**src/rtl/prefetch_if.sv**
```systemverilog
// Fetch-bus and instruction-queue signals shared between the prefetcher,
// instruction memory and the decode stage.
interface prefetch_if;
   logic [31:0] fetch_addr;
   logic        fetch_request;
   logic        fetch_ready;
   logic        fetch_data_valid;
   logic [31:0] request_data;
   logic        redirect_valid;
   logic [31:0] redirect_pc;
   logic        inst_valid;
   logic [31:0] inst;
   logic [31:0] inst_pc;
   logic        inst_ready;

   modport master (
      output fetch_addr, fetch_request, inst_valid, inst, inst_pc,
      input  fetch_ready, fetch_data_valid, request_data, redirect_valid, redirect_pc, inst_ready
   );

   modport slave (
      input  fetch_addr, fetch_request, inst_valid, inst, inst_pc,
      output fetch_ready, fetch_data_valid, request_data, redirect_valid, redirect_pc, inst_ready
   );
endinterface

```
**src/rtl/prefetch_unit.sv**
```systemverilog
// Sequential instruction prefetcher: credit-limited in-order fetch requests feeding
// a {pc,inst} queue, with redirect flush and squashing of in-flight responses.
module prefetch_unit #(
   parameter int unsigned DEPTH           = 4,
   parameter int unsigned MAX_OUTSTANDING = 2,
   parameter logic [31:0] PC_START        = 32'h0000_2000,
   parameter logic [31:0] INSTR_NOP       = 32'h0000_0013
) (
   input logic       clk,
   input logic       reset,
   prefetch_if.master bus
);

   localparam int unsigned CW = $clog2(DEPTH + 1);
   localparam int unsigned OW = $clog2(MAX_OUTSTANDING + 1);
   localparam int unsigned PW = (DEPTH > 1) ? $clog2(DEPTH) : 1;
   localparam int unsigned SW = ((CW > OW) ? CW : OW) + 1;

   logic [31:0]   q_pc_r   [DEPTH];
   logic [31:0]   q_inst_r [DEPTH];
   logic [PW-1:0] head_r;
   logic [PW-1:0] tail_r;
   logic [CW-1:0] count_r;
   logic [OW-1:0] outstanding_r;
   logic [OW-1:0] squash_r;
   logic [31:0]   next_fetch_pc_r;
   logic [31:0]   resp_pc_r;

   logic          fetch_request_s;
   logic          accept_s;
   logic          resp_s;
   logic          drop_s;
   logic          push_s;
   logic          pop_s;
   logic [31:0]   redirect_base_s;
   logic [31:0]   inst_s;
   logic [31:0]   inst_pc_s;

   function automatic logic [PW-1:0] ptr_inc(input logic [PW-1:0] p);
      return (p == PW'(DEPTH - 1)) ? {PW{1'b0}} : p + PW'(1);
   endfunction

   // Credit and handshake decode; a redirect outranks push and pop in the same cycle.
   always_comb begin
      redirect_base_s = bus.redirect_pc & ~32'd3;
      fetch_request_s = !reset && !bus.redirect_valid
                        && (outstanding_r < OW'(MAX_OUTSTANDING))
                        && ((SW'(count_r) + SW'(outstanding_r)) < SW'(DEPTH));
      accept_s        = fetch_request_s && bus.fetch_ready;
      // A response with nothing outstanding is a protocol error and is ignored.
      resp_s          = bus.fetch_data_valid && (outstanding_r != {OW{1'b0}});
      drop_s          = resp_s && (squash_r != {OW{1'b0}});
      push_s          = resp_s && (squash_r == {OW{1'b0}}) && !bus.redirect_valid;
      pop_s           = (count_r != {CW{1'b0}}) && bus.inst_ready && !bus.redirect_valid;
   end

   // Pointers, occupancy, credit counters and the two pc trackers.
   always_ff @(posedge clk or posedge reset) begin
      if (reset) begin
         head_r          <= {PW{1'b0}};
         tail_r          <= {PW{1'b0}};
         count_r         <= {CW{1'b0}};
         outstanding_r   <= {OW{1'b0}};
         squash_r        <= {OW{1'b0}};
         next_fetch_pc_r <= PC_START;
         resp_pc_r       <= PC_START;
      end else if (bus.redirect_valid) begin
         head_r          <= {PW{1'b0}};
         tail_r          <= {PW{1'b0}};
         count_r         <= {CW{1'b0}};
         // Everything still in flight after this cycle belongs to the old stream.
         outstanding_r   <= outstanding_r - OW'(resp_s);
         squash_r        <= outstanding_r - OW'(resp_s);
         next_fetch_pc_r <= redirect_base_s;
         resp_pc_r       <= redirect_base_s;
      end else begin
         if (accept_s) begin
            next_fetch_pc_r <= next_fetch_pc_r + 32'd4;
         end else begin
            next_fetch_pc_r <= next_fetch_pc_r;
         end
         if (push_s) begin
            tail_r    <= ptr_inc(tail_r);
            resp_pc_r <= resp_pc_r + 32'd4;
         end else begin
            tail_r    <= tail_r;
            resp_pc_r <= resp_pc_r;
         end
         if (pop_s) begin
            head_r <= ptr_inc(head_r);
         end else begin
            head_r <= head_r;
         end
         count_r       <= count_r + CW'(push_s) - CW'(pop_s);
         outstanding_r <= outstanding_r + OW'(accept_s) - OW'(resp_s);
         squash_r      <= squash_r - OW'(drop_s);
      end
   end

   // Queue storage; entries are only read while counted as valid.
   always_ff @(posedge clk) begin
      if (push_s) begin
         q_pc_r[tail_r]   <= resp_pc_r;
         q_inst_r[tail_r] <= bus.request_data;
      end
   end

   // Head presentation; an empty queue shows a NOP at the pc expected next.
   always_comb begin
      inst_s    = INSTR_NOP;
      inst_pc_s = resp_pc_r;
      if (count_r != {CW{1'b0}}) begin
         inst_s    = q_inst_r[head_r];
         inst_pc_s = q_pc_r[head_r];
      end else begin
         inst_s    = INSTR_NOP;
         inst_pc_s = resp_pc_r;
      end
   end

   assign bus.fetch_addr    = next_fetch_pc_r;
   assign bus.fetch_request = fetch_request_s;
   assign bus.inst_valid    = (count_r != {CW{1'b0}});
   assign bus.inst          = inst_s;
   assign bus.inst_pc       = inst_pc_s;

endmodule

```
**src/flat_wrapper.sv**
```systemverilog
// flat-port wrapper written by rule: the top's interface ports become plain ports
module prefetch_unit_flat 
#(
   parameter int unsigned DEPTH           = 4,
   parameter int unsigned MAX_OUTSTANDING = 2,
   parameter logic [31:0] PC_START        = 32'h0000_2000,
   parameter logic [31:0] INSTR_NOP       = 32'h0000_0013
)
  (clk, reset, bus_fetch_addr, bus_fetch_request, bus_inst_valid, bus_inst, bus_inst_pc, bus_fetch_ready, bus_fetch_data_valid, bus_request_data, bus_redirect_valid, bus_redirect_pc, bus_inst_ready);
  prefetch_if bus_i ();
  input logic clk;
  input logic reset;
  output wire logic [$bits(bus_i.fetch_addr)-1:0] bus_fetch_addr;
  output wire logic [$bits(bus_i.fetch_request)-1:0] bus_fetch_request;
  output wire logic [$bits(bus_i.inst_valid)-1:0] bus_inst_valid;
  output wire logic [$bits(bus_i.inst)-1:0] bus_inst;
  output wire logic [$bits(bus_i.inst_pc)-1:0] bus_inst_pc;
  input wire logic [$bits(bus_i.fetch_ready)-1:0] bus_fetch_ready;
  input wire logic [$bits(bus_i.fetch_data_valid)-1:0] bus_fetch_data_valid;
  input wire logic [$bits(bus_i.request_data)-1:0] bus_request_data;
  input wire logic [$bits(bus_i.redirect_valid)-1:0] bus_redirect_valid;
  input wire logic [$bits(bus_i.redirect_pc)-1:0] bus_redirect_pc;
  input wire logic [$bits(bus_i.inst_ready)-1:0] bus_inst_ready;
  assign bus_fetch_addr = bus_i.fetch_addr;
  assign bus_fetch_request = bus_i.fetch_request;
  assign bus_inst_valid = bus_i.inst_valid;
  assign bus_inst = bus_i.inst;
  assign bus_inst_pc = bus_i.inst_pc;
  assign bus_i.fetch_ready = bus_fetch_ready;
  assign bus_i.fetch_data_valid = bus_fetch_data_valid;
  assign bus_i.request_data = bus_request_data;
  assign bus_i.redirect_valid = bus_redirect_valid;
  assign bus_i.redirect_pc = bus_redirect_pc;
  assign bus_i.inst_ready = bus_inst_ready;
  prefetch_unit #(.DEPTH(DEPTH), .MAX_OUTSTANDING(MAX_OUTSTANDING), .PC_START(PC_START), .INSTR_NOP(INSTR_NOP)) u_core (.clk(clk), .reset(reset), .bus(bus_i));
endmodule
```
**config.mk**
```make
export PLATFORM = sky130hd
export DESIGN_NAME = prefetch_unit_flat
export DESIGN_NICKNAME = d
export VERILOG_FILES = /design/src/rtl/prefetch_if.sv /design/src/rtl/prefetch_unit.sv /design/src/flat_wrapper.sv
export SDC_FILE = /design/constraint.sdc
export NUM_CORES = 1
export LEC_CHECK = 0
export ABC_CLOCK_PERIOD_IN_PS = 8100
export BUFFER_PORTS_ARGS = -buffer_cell sky130_fd_sc_hd__buf_2
export CORE_MARGIN = 4
export CORE_UTILIZATION = 50
export CTS_CLUSTER_DIAMETER = 150
export DETAILED_ROUTE_END_ITERATION = 10
export PLACE_DENSITY = 0.7
export SYNTH_ARGS = -nofsm -noshare
export SYNTH_HDL_FRONTEND = slang
export SYNTH_SLANG_ARGS = --single-unit
```
**constraint.sdc**
```tcl
create_clock -name clk -period 8.1 [get_ports clk]
set_input_delay 1.62 -clock clk [delete_from_list [all_inputs] [get_ports clk]]
set_output_delay 1.62 -clock clk [all_outputs]
set_load 0.02 [all_outputs]
```
Word level (Yosys, flattened, before mapping)
Memory sizes are Yosys's and may differ from the RTL's.
Cells that the tools add are included.
Operators by class
  add/subtract/negate cells: 11
  multiplexer cells: 17
  reduce and logical (&&, ||, !) cells: 19
  equal/unequal tests: 2
  order comparisons: 2
Operator list (number)
  $mux W32: 6
  $add A32 B3 Y32 const B: 2
  $mux W2: 8
  $logic_and A1 B1 Y1: 10
  $reduce_bool A2 Y1: 5
  $sub A2 B1 Y2: 3
  $add A2 B1 Y2 const B: 2
  $add A3 B2 Y4: 1
  $eq A2 B2 Y1 const B: 2
  $lt A4 B3 Y1 const B: 1
  $add A3 B1 Y3: 1
  $mux W3: 1
  $reduce_bool A3 Y1: 1
  $sub A3 B1 Y3: 1
  $add A2 B1 Y2: 1
  $logic_not A1 Y1: 2
  $logic_not A2 Y1: 1
  $lt A2 B2 Y1 const B: 1
  $mux W1: 2
Word-level totals
  output and inout bits: 98
  memory bits (writable): 256
  bits in registers: 75
  memories kept: 2
  logic and storage cells: 60
Memories
  u_core.q_inst_r: words 4, bits a word 32, read ports 1, clocked after memory_dff 0, wr ports 1, line prefetch_unit.sv:20  | logic [31:0] q_inst_r [DEPTH];
  u_core.q_pc_r: words 4, bits a word 32, read ports 1, clocked after memory_dff 0, wr ports 1, line prefetch_unit.sv:19  | logic [31:0] q_pc_r [DEPTH];

Longest topological paths before layout
Gate-level depths: netlist of run 1.
  word-level depth: 8
  mapped depth: 11

Least setup slack after synthesis of run 1
No wires, ideal clock.
  path kind: input -> register
  from: input bus_fetch_data_valid
  to: memory u_core.q_inst_r[0][0] (enable)
  arrival time: 3878 ps
  path slack: 3795 ps
  stages on the path: 3
  library setup time: 427 ps
  cell sequence: o21ai_1 nor3_1 and3_1
Between the ends
  word-level cells in the longest chain between the ends: 5
Ends and longest elaborated chain
  start, declared: line flat_wrapper.sv:19  | input wire logic [$bits(bus_i.fetch_data_valid)-1:0] bus_fetch_data_valid;
  $logic_and A1 B1 Y1: line prefetch_unit.sv:51  | resp_s = bus.fetch_data_valid && (outstanding_r != {OW{1'b0}});
  $logic_and A1 B1 Y1 (2 in a row): line prefetch_unit.sv:53  | push_s = resp_s && (squash_r == {OW{1'b0}}) && !bus.redirect_valid;
  $mux W1: line prefetch_unit.sv:102  | if (push_s) begin
  $mux W1 (implied by the code): line prefetch_unit.sv:104  | q_inst_r[tail_r] <= bus.request_data;
  end, declared: line prefetch_unit.sv:20
Every way passes these cells.

Worst setup path in the final report of run 1
  from: register u_core.head_r[0]
  to: output bus_inst[4]
Between the ends
  word-level cells in the longest chain between the ends: 2
Ends and longest elaborated chain
  start, declared: line prefetch_unit.sv:21  | logic [PW-1:0] head_r;
  start signal, assigned: line prefetch_unit.sv:60  | head_r <= {PW{1'b0}};
  start signal, assigned: line prefetch_unit.sv:68  | head_r <= {PW{1'b0}};
  start signal, assigned: line prefetch_unit.sv:90  | head_r <= ptr_inc(head_r);
  $mem_v2 Z4 W32
  $mux W32: line prefetch_unit.sv:112  | if (count_r != {CW{1'b0}}) begin
  end, declared: line flat_wrapper.sv:16  | output wire logic [$bits(bus_i.inst)-1:0] bus_inst;
Every way passes these cells.

==> results of run 1 <==
-- cell usage in the layout (no fill, tap or decap), types with 12 or more instances in the layout --
| cell | count |
|---|---|
| and2_1 | 34 |
| buf_2 | 161 |
| buf_4 | 12 |
| clkbuf_16 | 36 |
| dfrtp_1 | 67 |
| edfxtp_1 | 248 |
| ha_1 | 13 |
| inv_1 | 20 |
| mux2_2 | 12 |
| mux4_2 | 62 |
| nand2_1 | 144 |
| nand3_1 | 29 |
| nand4_1 | 23 |
| nor2_1 | 19 |
| o21ai_0 | 33 |
| xnor2_1 | 24 |
| xor2_1 | 17 |
-- final cells by class --
class | instances | area (µm²) | area share, %
sequential | 319 | 9230 | 58.3
multi-input combinational | 519 | 4100 | 25.9
clock buffer | 47 | 962 | 6.08
timing repair buffer | 173 | 896 | 5.66
tap | 341 | 427 | 2.69
clock inverter | 17 | 128 | 0.806
inverter | 23 | 86.3 | 0.545
-- registers in the layout (all words and copies together) (netlist names) --
| name | cells |
|---|---|
| u_core.q_inst_r | 128 |
| u_core.q_pc_r | 120 |
| u_core.bus.fetch_addr | 30 |
| u_core.resp_pc_r | 30 |
| u_core.count_r | 3 |
| u_core.head_r | 2 |
| u_core.outstanding_r | 2 |
| u_core.squash_r | 2 |
| u_core.tail_r | 2 |
-- per-layer routing --
metal / track usage [%] / up-vias / part of all wire, %
met4: 5.59 / 2 / 2.3
met2: 31.0 / 286 / 47
li1: - / 3748 / -
met1: 28.3 / 4100 / 44
met3: 4.46 / 44 / 7.0
met5: 0 / - / 0.037
-- tightest hold or removal path, cell delays in order (launching register included) --
cell and delay [ns]:
dfstp_2 0.38, nand2_1 0.06, o211ai_1 0.09
-- power groups by stage --
stage	registers (mW)	logic, mW	clock network (mW)
after global placement	2.04	1.28	0
after detailed placement	2.04	1.29	0
final	2.01	1.27	1.49
after floorplan	1.99	0.900	0
after global routing	2.03	1.39	1.60
after CTS	2.01	1.29	1.52
-- stage by stage --
| stage | setup slack [ns] | std cells |
|---|---|---|
| floorplan | 3.80 | 904 |
| global placement | 3.00 | 1375 |
| detailed placement | 2.97 | 1375 |
| CTS | 3.28 | 1439 |
| global route | 3.15 | 1439 |
| finish | 3.40 | 1439 |
-- worst min-delay path by stage --
stage / from / endpoint / slack (ns) / cells after the start
2_1_floorplan: u_core.resp_pc_r[23] / u_core.q_pc_r[0][23] / 0.47 / 0
3_3_place_gp: u_core.bus.fetch_addr[13] / u_core.bus.fetch_addr[13] / 0.53 / 2
3_5_place_dp: u_core.bus.fetch_addr[13] / u_core.bus.fetch_addr[13] / 0.54 / 2
4_1_cts: u_core.bus.fetch_addr[13] / u_core.bus.fetch_addr[13] / 0.55 / 2
5_1_grt: u_core.bus.fetch_addr[13] / u_core.bus.fetch_addr[13] / 0.56 / 2
6_report: u_core.bus.fetch_addr[13] / u_core.bus.fetch_addr[13] / 0.55 / 2
-- cells by family (layout without fill, tap and decap cells) --
logic type	count (synthesis)	in the layout	share of synthesized area (%)
compound gates	72	72	3.23
xor+xnor	41	41	2.64
fa+ha+maj	14	14	1.35
buf+inv	66	260	1.99
flops	319	319	68.0
mux	75	75	11.4
other cells	1	4	0.0276
simple gates	313	313	11.5
==> impl_metrics.ini, run 1 <==
[outcome]
outcome = complete, no violations

[timing]
min_period_ns = 4.70
tightestPinTransition_ns = 0.955
skew_ns = 0.0135
slew_headroom_pct = 35.8
maxSlewViolCount = 0
holdWs_ns = 0.547
fin_crit_sh_pct = 58.0
rsz0062_at_grt = no
setup_viol = 0
finalSetupTns_ns = 0
fmax_mhz = 213
hold_viol = 0

[cts]
cts_tree = yes
cts_buffer_depth = 3
cts_hold_buf = 0
htreeDepth = 2
postCtsResizedCells = 0
cts_setup_buffers = 0
cts_made_buffers = 35
clock_latency_ns = 0.51
clkTransAtPathRegs_ns = 0.06
clock_sinks = 319
root_buffer = clkbuf_16

[power]
p_seq_share_pct = 42.2
p_sw_mw = 1.53
pwr-share-clk_pct = 31.2
p_int_mw = 3.24
powerDensity_nw_per_um2 = 301
combPwrFrac_pct = 26.6
totalPowerFinal_mw = 4.76
ir_worst_vdd_uv = 205
p_leak_nw = 5.82
switching_share_pct = 32.0

[floorplanning]
rows = 60
initial_core_util_pct = 50.7
die_w_um = 173
pin_count = 168
die_y_um = 173
coreArea_um2 = 26800
dieArea_um2 = 29900

[logic_synthesis]
ys_seq_area_share_pct = 68.0
syn_inst = 901
synth_top_area_share_pct = 54.8
synth_area_leaders = edfxtp_1 (55%), dfrtp_1 (13%), mux4_2 (10%)
netlist_top_cells_count = edfxtp_1 (248), nand2_1 (144), dfrtp_1 (69)
synth_flop_cell = edfxtp_1
yosys_warnings = 0
yosysTopAreaCell = edfxtp_1
synth-async-reset-ratio_pct = 22.3
synth_area_um2 = 13600
synth-edff-count = 248
yosys.cell_count.top_type = edfxtp_1
ys_ff_latch = 319
yosysUniqueCellTypes = 46
syn_avg_cell_area_um2 = 15.1

[worst_setup_path]
cp.depth = 4
cp_top_family = buffers and inverters
critical_path.startpoint = u_core.head_r[0]
slowest_stage = dfrtp_4
end_kind = primary output
regToRegStartpoint = u_core.count_r[1]
r2r-end = u_core.bus.fetch_addr[28]
crit_chain = buf_4 > mux4_2 > or2_2 > buf_2
required_ns = 6.48
r2r_setup_slack_ns = 4.15
crit_arrival_ns = 3.08
path_buf_inv = 2
start_kind = register
max_stage_delay_ns = 0.84
path_class = reg -> out
r2r_cells = 7
crit_fanout = 34
crit_path_end = bus_inst[4]

[layout]
final_nets = 1155
final_util_pct = 59.1
syn_to_final_growth_pct = 16.6
fill_cells = 2080
antenna_cells = 0
post-route-cell-area_um2 = 15800
drive_gt1_share_pct = 28.9

[drt]
drcViolationCount = 0
ant_nets = 0
routed_wl_um = 29400
via_count = 8180
drt_iter0_drc = 614
post_drt_wl_per_cell_um = 20.4
drt_pass1_iterations = 5
vias_per_cell = 5.68

[placement]
placed_area_um2 = 14700
gp_congestion = 0.863
io_buffer_count = 161
dp.final_hpwl_um = 18300

[global_route]
grt_pass1_vias = 8337
antenna_found_initial = 1
overflow = 0
grt_pass1_wl_um = 47100
grt.total_usage_pct = 19.8
grt_max_degree = 66

[run]
cap_violations = 0

[hold_path]
hp-class = reg -> reg
Power figures use the tool's default switching activity.
==> run 2: changes to the inputs <==
--- a/config.mk
+++ b/config.mk
@@ -5,13 +5,13 @@
 export SDC_FILE = /design/constraint.sdc
 export NUM_CORES = 1
 export LEC_CHECK = 0
-export ABC_CLOCK_PERIOD_IN_PS = 8100
+export ABC_CLOCK_PERIOD_IN_PS = 4100
 export BUFFER_PORTS_ARGS = -buffer_cell sky130_fd_sc_hd__buf_2
 export CORE_MARGIN = 4
 export CORE_UTILIZATION = 50
 export CTS_CLUSTER_DIAMETER = 150
 export DETAILED_ROUTE_END_ITERATION = 10
-export PLACE_DENSITY = 0.7
+export PLACE_DENSITY = 0.73
 export SYNTH_ARGS = -nofsm -noshare
 export SYNTH_HDL_FRONTEND = slang
 export SYNTH_SLANG_ARGS = --single-unit
==> constraint.sdc (replaced) <==
create_clock -name clk -period 4.1 [get_ports clk]
set_input_delay 0.82 -clock clk [delete_from_list [all_inputs] [get_ports clk]]
set_output_delay 0.82 -clock clk [all_outputs]
set_load 0.02 [all_outputs]
==> run 2 against run 1 <==
Compared with the run above: sequential share of layout area is 0.42 points lower; die area did not move; largest power group unchanged; final area up 0.73%; wire length rose by 1.0%; critical path depth grew 1; power up 98%; largest cell class unchanged; clock power increased by 95%; highest routed layer unchanged.
==> impl_metrics.ini, run 2 (synthesis gave the netlist of run 1 again) <==
[outcome]
outcome = complete, no violations

[global_route]
antenna_found_initial = 1
grt_pass1_wl_um = 47100
grt_max_degree = 63
grt_pass1_vias = 8410
overflow = 0
grt.total_usage_pct = 19.8

[power]
p_sw_mw = 3.02
totalPowerFinal_mw = 9.43
p_int_mw = 6.41
p_leak_nw = 5.86
pwr-share-clk_pct = 30.7
ir_worst_vdd_uv = 273
switching_share_pct = 32.0
powerDensity_nw_per_um2 = 591
p_seq_share_pct = 41.6
combPwrFrac_pct = 27.7

[placement]
gp_congestion = 0.884
dp_cells = 1383
io_buffer_count = 161
dp.final_hpwl_um = 19100

[timing]
slew_headroom_pct = 37.3
setup_viol = 0
fmax_mhz = 278
fin_crit_sh_pct = 87.7
maxSlewViolCount = 0
finalSetupTns_ns = 0
rsz0062_at_grt = no
hold_viol = 0
tightestPinTransition_ns = 0.931
min_period_ns = 3.60
skew_ns = 0.0227

[floorplanning]
rows = 60
die_y_um = 173
coreArea_um2 = 26800
initial_core_util_pct = 50.7
die_w_um = 173
dieArea_um2 = 29900
pin_count = 168

[worst_setup_path]
required_ns = 3.28
r2r_cells = 11
crit_arrival_ns = 2.78
path_class = reg -> out
start_kind = register
crit_fanout = 30
end_kind = primary output

[layout]
final_cell_mix = edfxtp_1 (248), buf_2 (161), nand2_1 (144)
stdcell_count = 1440
largest_register = u_core.q_inst_r
antenna_cells = 0
top_regs = u_core.q_inst_r (128), u_core.q_pc_r (120)
fill_cells = 2030
largest_reg_flops = 128
multi_input_area_um2 = 4100
final_nets = 1162
seq_area_um2 = 9230
layout_commonest_cell = edfxtp_1
drive_gt1_share_pct = 29.5
syn_to_final_growth_pct = 17.5

[drt]
wl_met2_um = 14200
vias_per_cell = 5.71
via_count = 8222
drcViolationCount = 0
post_drt_wl_per_cell_um = 20.6
top_layer = met5
drt_pass1_iterations = 5
drt_iter0_drc = 686
wl_met1_um = 13300
routed_wl_um = 29700
ant_nets = 0
wl_met3_um = 1760

[cts]
cts_made_buffers = 34
htreeDepth = 2
cts_buffer_depth = 3
clkTransAtPathRegs_ns = 0.06
cts_tree = yes
clock_latency_ns = 0.52
cts_hold_buf = 0
cts_setup_buffers = 0
root_buffer = clkbuf_16
postCtsResizedCells = 0
clock_sinks = 319

[hold_path]
hp-class = in -> async

[run]
cap_violations = 0
[run 2: worst max-delay path: stages (launching register included)]
cell,delay [ns]
dfrtp_1,0.42
nor3_2,0.26
clkinv_1,0.42
buf_4,0.40
o21ai_0,0.48
buf_2,0.26
[run 2: area by class of cell]
| type | instances | area share [%] |
|---|---|---|
| clock buffer | 41 | 5.69 |
| clock inverter | 16 | 0.941 |
| sequential | 319 | 57.9 |
| multi-input combinational | 519 | 25.7 |
| inverter | 23 | 0.541 |
| timing repair buffer | 181 | 6.54 |
| tap | 341 | 2.68 |
[run 2: power by group through the flow]
stage                     combinational, mW  sequential, mW  clock, mW
after global routing                   2.85            3.95       3.10
after CTS                              2.67            3.92       2.96
after floorplan                        1.78            3.94          0
after detailed placement               2.66            3.99          0
final                                  2.61            3.92       2.90
after global placement                 2.64            3.98          0
[run 2: stage by stage]
stage / hold WS [ns] / worst slack [ns] / utilization (%) / cell area (µm²)
detailed placement: 0.551 / 1.04 / 55.6 / 14900
global route: 0.498 / 0.400 / 59.5 / 15900
CTS: 0.451 / 0.494 / 59.5 / 15900
global placement: 0.531 / 1.06 / 55.6 / 14900
floorplan: 0.474 / 0.595 / - / 13600
finish: 0.450 / 0.504 / 59.5 / 15900
[run 2: path summary, 6_finish.rpt]
kind                                                start                         to  slack (ns)
worst min register to register  u_core.bus.fetch_addr[19]  u_core.bus.fetch_addr[19]        0.57
min in group clk                     bus_request_data[22]     u_core.q_inst_r[2][22]        0.52
worst min-delay path                                reset    u_core.outstanding_r[0]        0.45
worst max-delay path                    u_core.count_r[2]            bus_inst_pc[19]        0.50
worst max register to register          u_core.count_r[2]          u_core.count_r[2]        1.35
max in group asynchronous                           reset       u_core.resp_pc_r[13]        2.85
[run 2: metal layers]
metal,vias to the layer above,global-route usage (%)
met5,-,0
met4,2,4.36
met3,36,3.59
met2,289,31.9
met1,4148,28.8
li1,3747,-
